## src/rtl/mem_wb_stage_if.sv

```systemverilog
// Data-bus interface between the memory/writeback stage and the memory.
//
// The master side (the pipeline stage) drives the address, write data,
// write qualifier and the request strobe. The slave side (the memory)
// returns read data and an acknowledge that completes the transfer.
//
//   data_addr_o  32  byte address of the half-word transfer
//   data_dat_o   16  write data (valid when data_we_o=1)
//   data_we_o     1  1 = write, 0 = read
//   data_stb_o    1  transfer request, held until acknowledged
//   data_dat_i   16  read data, sampled on the acknowledge cycle
//   data_ack_i    1  transfer complete
interface mem_wb_stage_if;
    logic [31:0] data_addr_o;
    logic [15:0] data_dat_o;
    logic        data_we_o;
    logic        data_stb_o;
    logic [15:0] data_dat_i;
    logic        data_ack_i;

    modport master (
        output data_addr_o,
        output data_dat_o,
        output data_we_o,
        output data_stb_o,
        input  data_dat_i,
        input  data_ack_i
    );

    modport slave (
        input  data_addr_o,
        input  data_dat_o,
        input  data_we_o,
        input  data_stb_o,
        output data_dat_i,
        output data_ack_i
    );
endinterface

```

## src/rtl/mem_wb_stage.sv

```systemverilog
// Memory-access / writeback stage of the cpu2 pipeline.
//
// ALU results pass straight through to the register-file write port with
// one cycle of latency. Half-word loads and stores run on the 16-bit data
// bus (stb/ack handshake) while execute is held stalled; a load finishes
// with a single writeback cycle of the zero-extended bus data. A transfer
// that is not acknowledged within TIMEOUT strobe cycles is aborted and
// flagged on err_o.
//
// Ports:
//   clk, reset        clock, synchronous active-high reset
//   in_*              instruction from execute (valid, load, store, we,
//                     highlow, rd, alu result / address, store data)
//   stall_o           execute must hold its outputs (combinational)
//   bus               data-bus master port (addr, dat_o, we, stb / dat_i, ack)
//   wb_*              register-file write port (ra3, wd3, we3, highlow,
//                     memtoreg, data_ack)
//   err_o             one-cycle pulse when a transfer times out
module mem_wb_stage #(
    parameter int TIMEOUT = 16,
    parameter int CNT_W   = 5
) (
    input  logic           clk,
    input  logic           reset,
    input  logic           in_valid,
    input  logic           in_load,
    input  logic           in_store,
    input  logic           in_we,
    input  logic           in_highlow,
    input  logic [4:0]     in_rd,
    input  logic [31:0]    in_alu,
    input  logic [31:0]    in_sdata,
    output logic           stall_o,
    mem_wb_stage_if.master bus,
    output logic [4:0]     wb_ra3,
    output logic [31:0]    wb_wd3,
    output logic           wb_we3,
    output logic           wb_highlow,
    output logic           wb_memtoreg,
    output logic           wb_data_ack,
    output logic           err_o
);
    typedef enum logic [1:0] {
        ST_IDLE,
        ST_BUS,
        ST_WB
    } state_t;

    // Counter value on the last strobe cycle before the transfer is abandoned.
    localparam logic [CNT_W-1:0] CNT_LAST = CNT_W'(TIMEOUT - 1);

    state_t           state_reg;
    logic             accepted_reg;
    logic [CNT_W-1:0] cnt_reg;

    // Latched memory operation.
    logic [4:0]       rd_reg;
    logic             highlow_reg;
    logic             is_load_reg;

    // Registered bus outputs.
    logic [31:0]      addr_reg;
    logic [15:0]      dat_o_reg;
    logic             we_reg;
    logic             stb_reg;

    // Registered writeback outputs.
    logic [4:0]       ra3_reg;
    logic [31:0]      wd3_reg;
    logic             we3_reg;
    logic             wb_hl_reg;
    logic             memtoreg_reg;
    logic             data_ack_reg;
    logic             err_reg;

    logic             mem_op;
    logic             take_op;
    logic [15:0]      store_half;

    assign mem_op     = in_load | in_store;
    // accepted_reg is only ever seen high in IDLE on the single cycle after a
    // memory op completes: execute is still presenting that same op, so it
    // must be neither re-captured nor stalled on, letting execute advance.
    assign take_op    = (state_reg == ST_IDLE) && in_valid && !accepted_reg;
    assign store_half = in_highlow ? in_sdata[31:16] : in_sdata[15:0];
    assign stall_o    = (state_reg != ST_IDLE) || (take_op && mem_op);

    always_ff @(posedge clk) begin
        if (reset) begin
            state_reg    <= ST_IDLE;
            accepted_reg <= 1'b0;
            cnt_reg      <= '0;
            rd_reg       <= '0;
            highlow_reg  <= 1'b0;
            is_load_reg  <= 1'b0;
            addr_reg     <= '0;
            dat_o_reg    <= '0;
            we_reg       <= 1'b0;
            stb_reg      <= 1'b0;
            ra3_reg      <= '0;
            wd3_reg      <= '0;
            we3_reg      <= 1'b0;
            wb_hl_reg    <= 1'b0;
            memtoreg_reg <= 1'b0;
            data_ack_reg <= 1'b0;
            err_reg      <= 1'b0;
        end else begin
            // Write strobes and the error flag are single-cycle pulses.
            we3_reg      <= 1'b0;
            memtoreg_reg <= 1'b0;
            data_ack_reg <= 1'b0;
            err_reg      <= 1'b0;

            case (state_reg)
                ST_IDLE: begin
                    accepted_reg <= 1'b0;
                    if (take_op) begin
                        if (mem_op) begin
                            addr_reg     <= in_alu;
                            dat_o_reg    <= store_half;
                            // A load+store encoding is executed as a load.
                            we_reg       <= in_store & ~in_load;
                            stb_reg      <= 1'b1;
                            rd_reg       <= in_rd;
                            highlow_reg  <= in_highlow;
                            is_load_reg  <= in_load;
                            cnt_reg      <= '0;
                            accepted_reg <= 1'b1;
                            state_reg    <= ST_BUS;
                        end else begin
                            we3_reg   <= in_we;
                            ra3_reg   <= in_rd;
                            wd3_reg   <= in_alu;
                            wb_hl_reg <= 1'b0;
                        end
                    end
                end

                ST_BUS: begin
                    // Ack is tested first so an ack on the final cycle wins.
                    if (bus.data_ack_i) begin
                        stb_reg <= 1'b0;
                        we_reg  <= 1'b0;
                        if (is_load_reg) begin
                            // Write port is loaded now so it is valid
                            // throughout the WB cycle.
                            we3_reg      <= 1'b1;
                            memtoreg_reg <= 1'b1;
                            data_ack_reg <= 1'b1;
                            wb_hl_reg    <= highlow_reg;
                            ra3_reg      <= rd_reg;
                            wd3_reg      <= {16'h0000, bus.data_dat_i};
                            state_reg    <= ST_WB;
                        end else begin
                            state_reg <= ST_IDLE;
                        end
                    end else if (cnt_reg == CNT_LAST) begin
                        stb_reg   <= 1'b0;
                        we_reg    <= 1'b0;
                        err_reg   <= 1'b1;
                        state_reg <= ST_IDLE;
                    end else begin
                        cnt_reg <= cnt_reg + CNT_W'(1);
                    end
                end

                ST_WB: begin
                    state_reg <= ST_IDLE;
                end

                default: begin
                    state_reg <= ST_IDLE;
                end
            endcase
        end
    end

    assign bus.data_addr_o = addr_reg;
    assign bus.data_dat_o  = dat_o_reg;
    assign bus.data_we_o   = we_reg;
    assign bus.data_stb_o  = stb_reg;

    assign wb_ra3      = ra3_reg;
    assign wb_wd3      = wd3_reg;
    assign wb_we3      = we3_reg;
    assign wb_highlow  = wb_hl_reg;
    assign wb_memtoreg = memtoreg_reg;
    assign wb_data_ack = data_ack_reg;
    assign err_o       = err_reg;
endmodule

```

## src/flat_wrapper.sv

```systemverilog
// flat-port wrapper written by rule: the top's interface ports become plain ports
module mem_wb_stage_flat 
#(
    parameter int TIMEOUT = 16,
    parameter int CNT_W   = 5
)
  (clk, reset, in_valid, in_load, in_store, in_we, in_highlow, in_rd, in_alu, in_sdata, stall_o, wb_ra3, wb_wd3, wb_we3, wb_highlow, wb_memtoreg, wb_data_ack, err_o, bus_data_addr_o, bus_data_dat_o, bus_data_we_o, bus_data_stb_o, bus_data_dat_i, bus_data_ack_i);
  mem_wb_stage_if bus_i ();
  input  logic clk;
  input  logic reset;
  input  logic in_valid;
  input  logic in_load;
  input  logic in_store;
  input  logic in_we;
  input  logic in_highlow;
  input  logic [4:0] in_rd;
  input  logic [31:0] in_alu;
  input  logic [31:0] in_sdata;
  output logic stall_o;
  output logic [4:0] wb_ra3;
  output logic [31:0] wb_wd3;
  output logic wb_we3;
  output logic wb_highlow;
  output logic wb_memtoreg;
  output logic wb_data_ack;
  output logic err_o;
  output wire logic [$bits(bus_i.data_addr_o)-1:0] bus_data_addr_o;
  output wire logic [$bits(bus_i.data_dat_o)-1:0] bus_data_dat_o;
  output wire logic [$bits(bus_i.data_we_o)-1:0] bus_data_we_o;
  output wire logic [$bits(bus_i.data_stb_o)-1:0] bus_data_stb_o;
  input wire logic [$bits(bus_i.data_dat_i)-1:0] bus_data_dat_i;
  input wire logic [$bits(bus_i.data_ack_i)-1:0] bus_data_ack_i;
  assign bus_data_addr_o = bus_i.data_addr_o;
  assign bus_data_dat_o = bus_i.data_dat_o;
  assign bus_data_we_o = bus_i.data_we_o;
  assign bus_data_stb_o = bus_i.data_stb_o;
  assign bus_i.data_dat_i = bus_data_dat_i;
  assign bus_i.data_ack_i = bus_data_ack_i;
  mem_wb_stage #(.TIMEOUT(TIMEOUT), .CNT_W(CNT_W)) u_core (.clk(clk), .reset(reset), .in_valid(in_valid), .in_load(in_load), .in_store(in_store), .in_we(in_we), .in_highlow(in_highlow), .in_rd(in_rd), .in_alu(in_alu), .in_sdata(in_sdata), .stall_o(stall_o), .bus(bus_i), .wb_ra3(wb_ra3), .wb_wd3(wb_wd3), .wb_we3(wb_we3), .wb_highlow(wb_highlow), .wb_memtoreg(wb_memtoreg), .wb_data_ack(wb_data_ack), .err_o(err_o));
endmodule
```

## config.mk

```make
export PLATFORM = sky130hd
export DESIGN_NAME = mem_wb_stage_flat
export DESIGN_NICKNAME = d
export VERILOG_FILES = /design/src/rtl/mem_wb_stage_if.sv /design/src/rtl/mem_wb_stage.sv /design/src/flat_wrapper.sv
export SDC_FILE = /design/constraint.sdc
export NUM_CORES = 1
export LEC_CHECK = 0
export ABC_AREA = 1
export CORE_MARGIN = 2
export CORE_UTILIZATION = 30
export CTS_CLUSTER_DIAMETER = 60
export DETAILED_ROUTE_END_ITERATION = 16
export REMOVE_ABC_BUFFERS = 1
export SETUP_SLACK_MARGIN = 0.02
export SLEW_MARGIN = 5
export SYNTH_ARGS = -nofsm -noshare
export SYNTH_HDL_FRONTEND = slang
export SYNTH_SLANG_ARGS = --single-unit
```

## constraint.sdc

```tcl
create_clock -name clk -period 4 [get_ports clk]
set_input_delay 0.8 -clock clk [delete_from_list [all_inputs] [get_ports clk]]
set_output_delay 0.8 -clock clk [all_outputs]
set_load 0.01 [all_outputs]
```

# Word level (Yosys, flattened, before mapping)
# Index checks and enable logic that the tools add are counted.
dict set report totals {
  output_inout_bits 93
  n_memories 0
  in_bits 93
  word_cells 89
  latchBits 0
  rom_bits 0
  mem_bits_rw 0
  reg_bits 106
}
dict set report op_classes {
  n_lt_le_gt_ge 0
  n_reduce_logical 15
  eq_ne 10
  div_mod_pow 0
  n_bitwise 4
  addsub 1
  mux 43
  n_shift 0
  multipliers 0
}
# operator count
set op_table {}
lappend op_table {{two-way mux 32 bit} 4}
lappend op_table {{case mux 32 bit (2 select lines)} 1}
lappend op_table {{two-way mux 5 bit} 8}
lappend op_table {{case mux 5 bit (2 select lines)} 2}
lappend op_table {{two-way mux 1 bit} 17}
lappend op_table {{two-way mux 16 bit} 1}
lappend op_table {{two-way mux 2 bit} 5}
lappend op_table {{AND reduction 5 bit} 2}
lappend op_table {{!= test 2 bit, second input constant} 4}
lappend op_table {{case mux 1 bit (2 select lines)} 4}
lappend op_table {{!= test 2 x 1 -> 1 bit, second input constant} 3}
lappend op_table {{AND reduction 3 bit} 2}
lappend op_table {{adder 5 x 1 -> 5 bit, second input constant} 1}
lappend op_table {{equality test 5 x 4 -> 1 bit, second input constant} 1}
lappend op_table {{case mux 2 bit (2 select lines)} 1}
lappend op_table {{AND reduction 4 bit} 1}
lappend op_table {{nonzero test 2 bit} 2}
lappend op_table {{logical AND 1 bit} 3}
lappend op_table {{!= test 3 x 2 -> 1 bit, second input constant} 1}
lappend op_table {{OR reduction 3 bit} 1}
lappend op_table {{equality test 2 x 1 -> 1 bit, second input constant} 1}
lappend op_table {{logical NOT 2 bit} 1}
lappend op_table {{inverter 1 bit} 2}
lappend op_table {{OR reduction 2 bit} 1}
lappend op_table {{other kinds (4)} 4}

# Longest topological paths before layout
dict set report logic_depth {
  ltp_word 5
  depth_mapped 10
  ltp_nobuf 10
}

# Least setup slack after synthesis
# Ideal clock, no wire load.
dict set report synth_timing {
  kind {input to output}
  from {in in_valid}
  to {out stall_o}
  stages 6
  path_buffers 2
  arrival_time_ps 1533
  required_time_ps 3200
  setup_slack_ps 1667
  path_cell_list {nand2_1 > nor2_2 > nand2_1 > buf_2 > buf_4 > nand2_1}
}
dict set report synth_between {
  elab_chain_cells 4
}
# item line
set synth_lines {}
lappend synth_lines {{start, declared} flat_wrapper.sv:11} ;# input logic in_valid;
lappend synth_lines {{logical AND 1 bit (2 in series)} mem_wb_stage.sv:84} ;# assign take_op = (state_reg == ST_IDLE) && in_valid && !accepted_reg;
lappend synth_lines {{logical AND 1 bit} mem_wb_stage.sv:86} ;# assign stall_o = (state_reg != ST_IDLE) || (take_op && mem_op);
lappend synth_lines {{logical OR 1 bit} mem_wb_stage.sv:86}
lappend synth_lines {{end, declared} flat_wrapper.sv:19} ;# output logic stall_o;
# Every way passes these cells.

# Final worst setup path
# Ends and elaborated chain as after synthesis.

==> flow_summary.toml <==
[status]
outcome = "complete, no violations"

[clocking]
cts.sinks = 106
cts_max_path_buffers = 2
path_clk_slew_ns = 0.07
cts_tree = "done"
cts_buffers = 9
cts_resized = 0
htreeDepth = 3
post_cts_buffers = 0
hold_buffers = 0
clock-root-buffer = "clkbuf_16"
clk_latency_ns = 0.35

[worst_setup_path]
crit_family = "buffers and inverters"
critical_path.startpoint = "in_valid"
path_class = "in2out"
endpoint_kind = "output port"
crit_buf_inv = 2
worstReg2RegStart = "u_core.state_reg[0]$_SDFFE_PP0P_"
timing.rr.end = "u_core.wb_wd3[24]$_SDFFE_PP0P_"
worstPathArrival_ns = 2.23
required_ns = 3.20
slowest_delay_ns = 0.52
path_max_fanout = 3
r2r_slack_ns = 1.98
crit_slowest_cell = "clkdlybuf4s50_1"
path_cells = "clkdlybuf4s50_1 > nand2_1 > nor2_2 > nand2_2 > nand2_1 > clkdlybuf4s50_1"
ff2ff_path_depth = 10
worstSetupStartpointType = "input port"

[sta]
min_period_ns = 3.03
setup-tns-final_ns = 0
fin_skew_ns = 0.00614
setup_slack_ns = 0.974
min_period_over_period = 0.756
drv_slew = 0
max_slew_margin = 0.333
max_freq_mhz = 330
grt_setup_unrepaired = "false"
finalSetupViolations = 0
finalHoldViolations = 0
tightest_slew_ns = 0.997

[route]
via_per_inst = 4.51
initialDrtViolationCount = 217
postRouteAntennaNets = 0
dr_total_vias = 4456
totalWireLength_um = 13100
wl_per_cell_um = 13.3
drt-pass1-iter-count = 5
drc = 0

[global_route]
grt_antenna_before_repair = 0
grt_util_met1 = 0.201
grt_remaining_overflow = 0
grtUsageTotal = 0.165
grt_start_max_net_pins = 50
use_met2 = 0.267
grt_pass1_wl_um = 21000
grt_use_met3 = 0.0539
grt_pass1_vias = 4140
busiest_layer = "met2"

[power_and_ir_drop]
cellPowerDensity_nw_per_um2 = 423
vdd.ir_drop.worst_mv = 0.210
leakage_nw = 2.93

[worst_hold_path]
hold_path_depth = 2
hp-start = "u_core.rd_reg[2]$_SDFFE_PP0P_"
min_path_type = "reg2reg"
hold_end = "u_core.rd_reg[2]$_SDFFE_PP0P_"

[place]
dpl.hpwl_um = 8940
dpl_cell_area_um2 = 6400
place.gp.congestion = 0.795
port_buffers = 185
preCtsSetupSlack_ns = 0.971
dp.cells = 971

[layout]
layout_commonest_cell = "clkdlybuf4s50_1"
insertedDiodeCount = 0
drive_gt1_frac = 0.0386
mostFrequentLayoutCells = "clkdlybuf4s50_1 (185), nand2_1 (179), nor2_1 (155), dfxtp_1 (106), o21ai_0 (55)"
fin_area_um2 = 6760
final_nets = 893
areaGrowthSynthToFinish_pct = 52.4
stdcell_count = 987

[floorplanning]
initial_core_util = 0.306
chipWidth_um = 126
rows = 44
dieArea_um2 = 15800
io_pins = 186
core_um2 = 14500
die_y_um = 126

[flow_run]
cap_violations = 0

[yosys]
synth.avg_cell_area_um2 = 6.97
synth_seq_cells = 106
synth_area_um2 = 4430
netlist_instances = 636
synthDistinctLibCells = 23
seq_area_frac_synth = 0.479
synth_warnings = 0
-- final cells by class --
cell class	count	area [µm²]
clock buffers	12	256
well taps	184	230
inverters	34	128
fillers	1459	7720
flip-flops and latches	106	2120
repair buffers	191	1930
multi-input cells	456	1990
clock inverters	4	97.6
-- synthesized netlist by cell type (all sizes together) --
master  count  area share
nand2     181        0.15
nor2      160        0.14
dfxtp     106        0.48
o21ai      60       0.068
inv        34       0.029
buf        29       0.038
a21oi      27       0.030
mux2i      16       0.036
clkbuf     11      0.0093
nand4       3      0.0042
ha          2      0.0056
nand3       2      0.0023
nor3b       2      0.0034
a31oi       1      0.0014
nor3        1      0.0011
o21bai      1      0.0017
-- metal layers --
layer,up-vias,wire [µm]
li1,2292,-
met1,2002,5660
met2,146,6110
met3,16,1140
met4,0,201
met5,-,0
-- worst register-to-register path, stage by stage, from the launching register on --
cell	delay (ns)
dfxtp_1	0.34
inv_2	0.07
nor2_2	0.03
buf_4	0.22
nand2_1	0.09
nand2_1	0.08
nor2_4	0.60
buf_12	0.30
nand2_1	0.10
nand2_1	0.06
nor2_1	0.04
-- stage by stage --
step / hold slack [ns] / util / power [mW]
after global routing: 0.467 / 0.467 / 3.02
after global placement: 0.429 / 0.442 / 1.84
after detailed placement: 0.441 / 0.442 / 1.85
final: 0.449 / 0.467 / 2.86
after floorplan: 0.419 / - / 1.49
after CTS: 0.451 / 0.467 / 2.91
-- kinds of logic (layout without fill, tap and decap cells) --
family          count (synthesis)  in the layout  synth area share
flops                         106            106             0.479
fa+ha+maj                       2              2           0.00564
compound gates                 89             89             0.101
mux                            16             16            0.0361
buf+inv                        74            241            0.0759
simple gates                  349            349             0.302
-- report_power, final --
group          internal (mW)  switching [mW]  total, mW  leakage [nW]
clock                  0.647           0.389       1.04         0.169
combinational          0.322           0.301      0.623          1.89
sequential              1.15          0.0470       1.20         0.872
total                   2.12           0.737       2.86          2.93
-- worst max path at each step --
stage | to | slack (ns) | cells after the start
floorplan | u_core.bus.data_dat_o[0]$_SDFFE_PP0P_ | 0.99 | 6
CTS | stall_o | 0.97 | 6
global placement | stall_o | 0.99 | 6
finish | stall_o | 0.97 | 6
detailed placement | stall_o | 0.97 | 6
global route | stall_o | 0.91 | 6
Power figures use the tool's default switching activity.
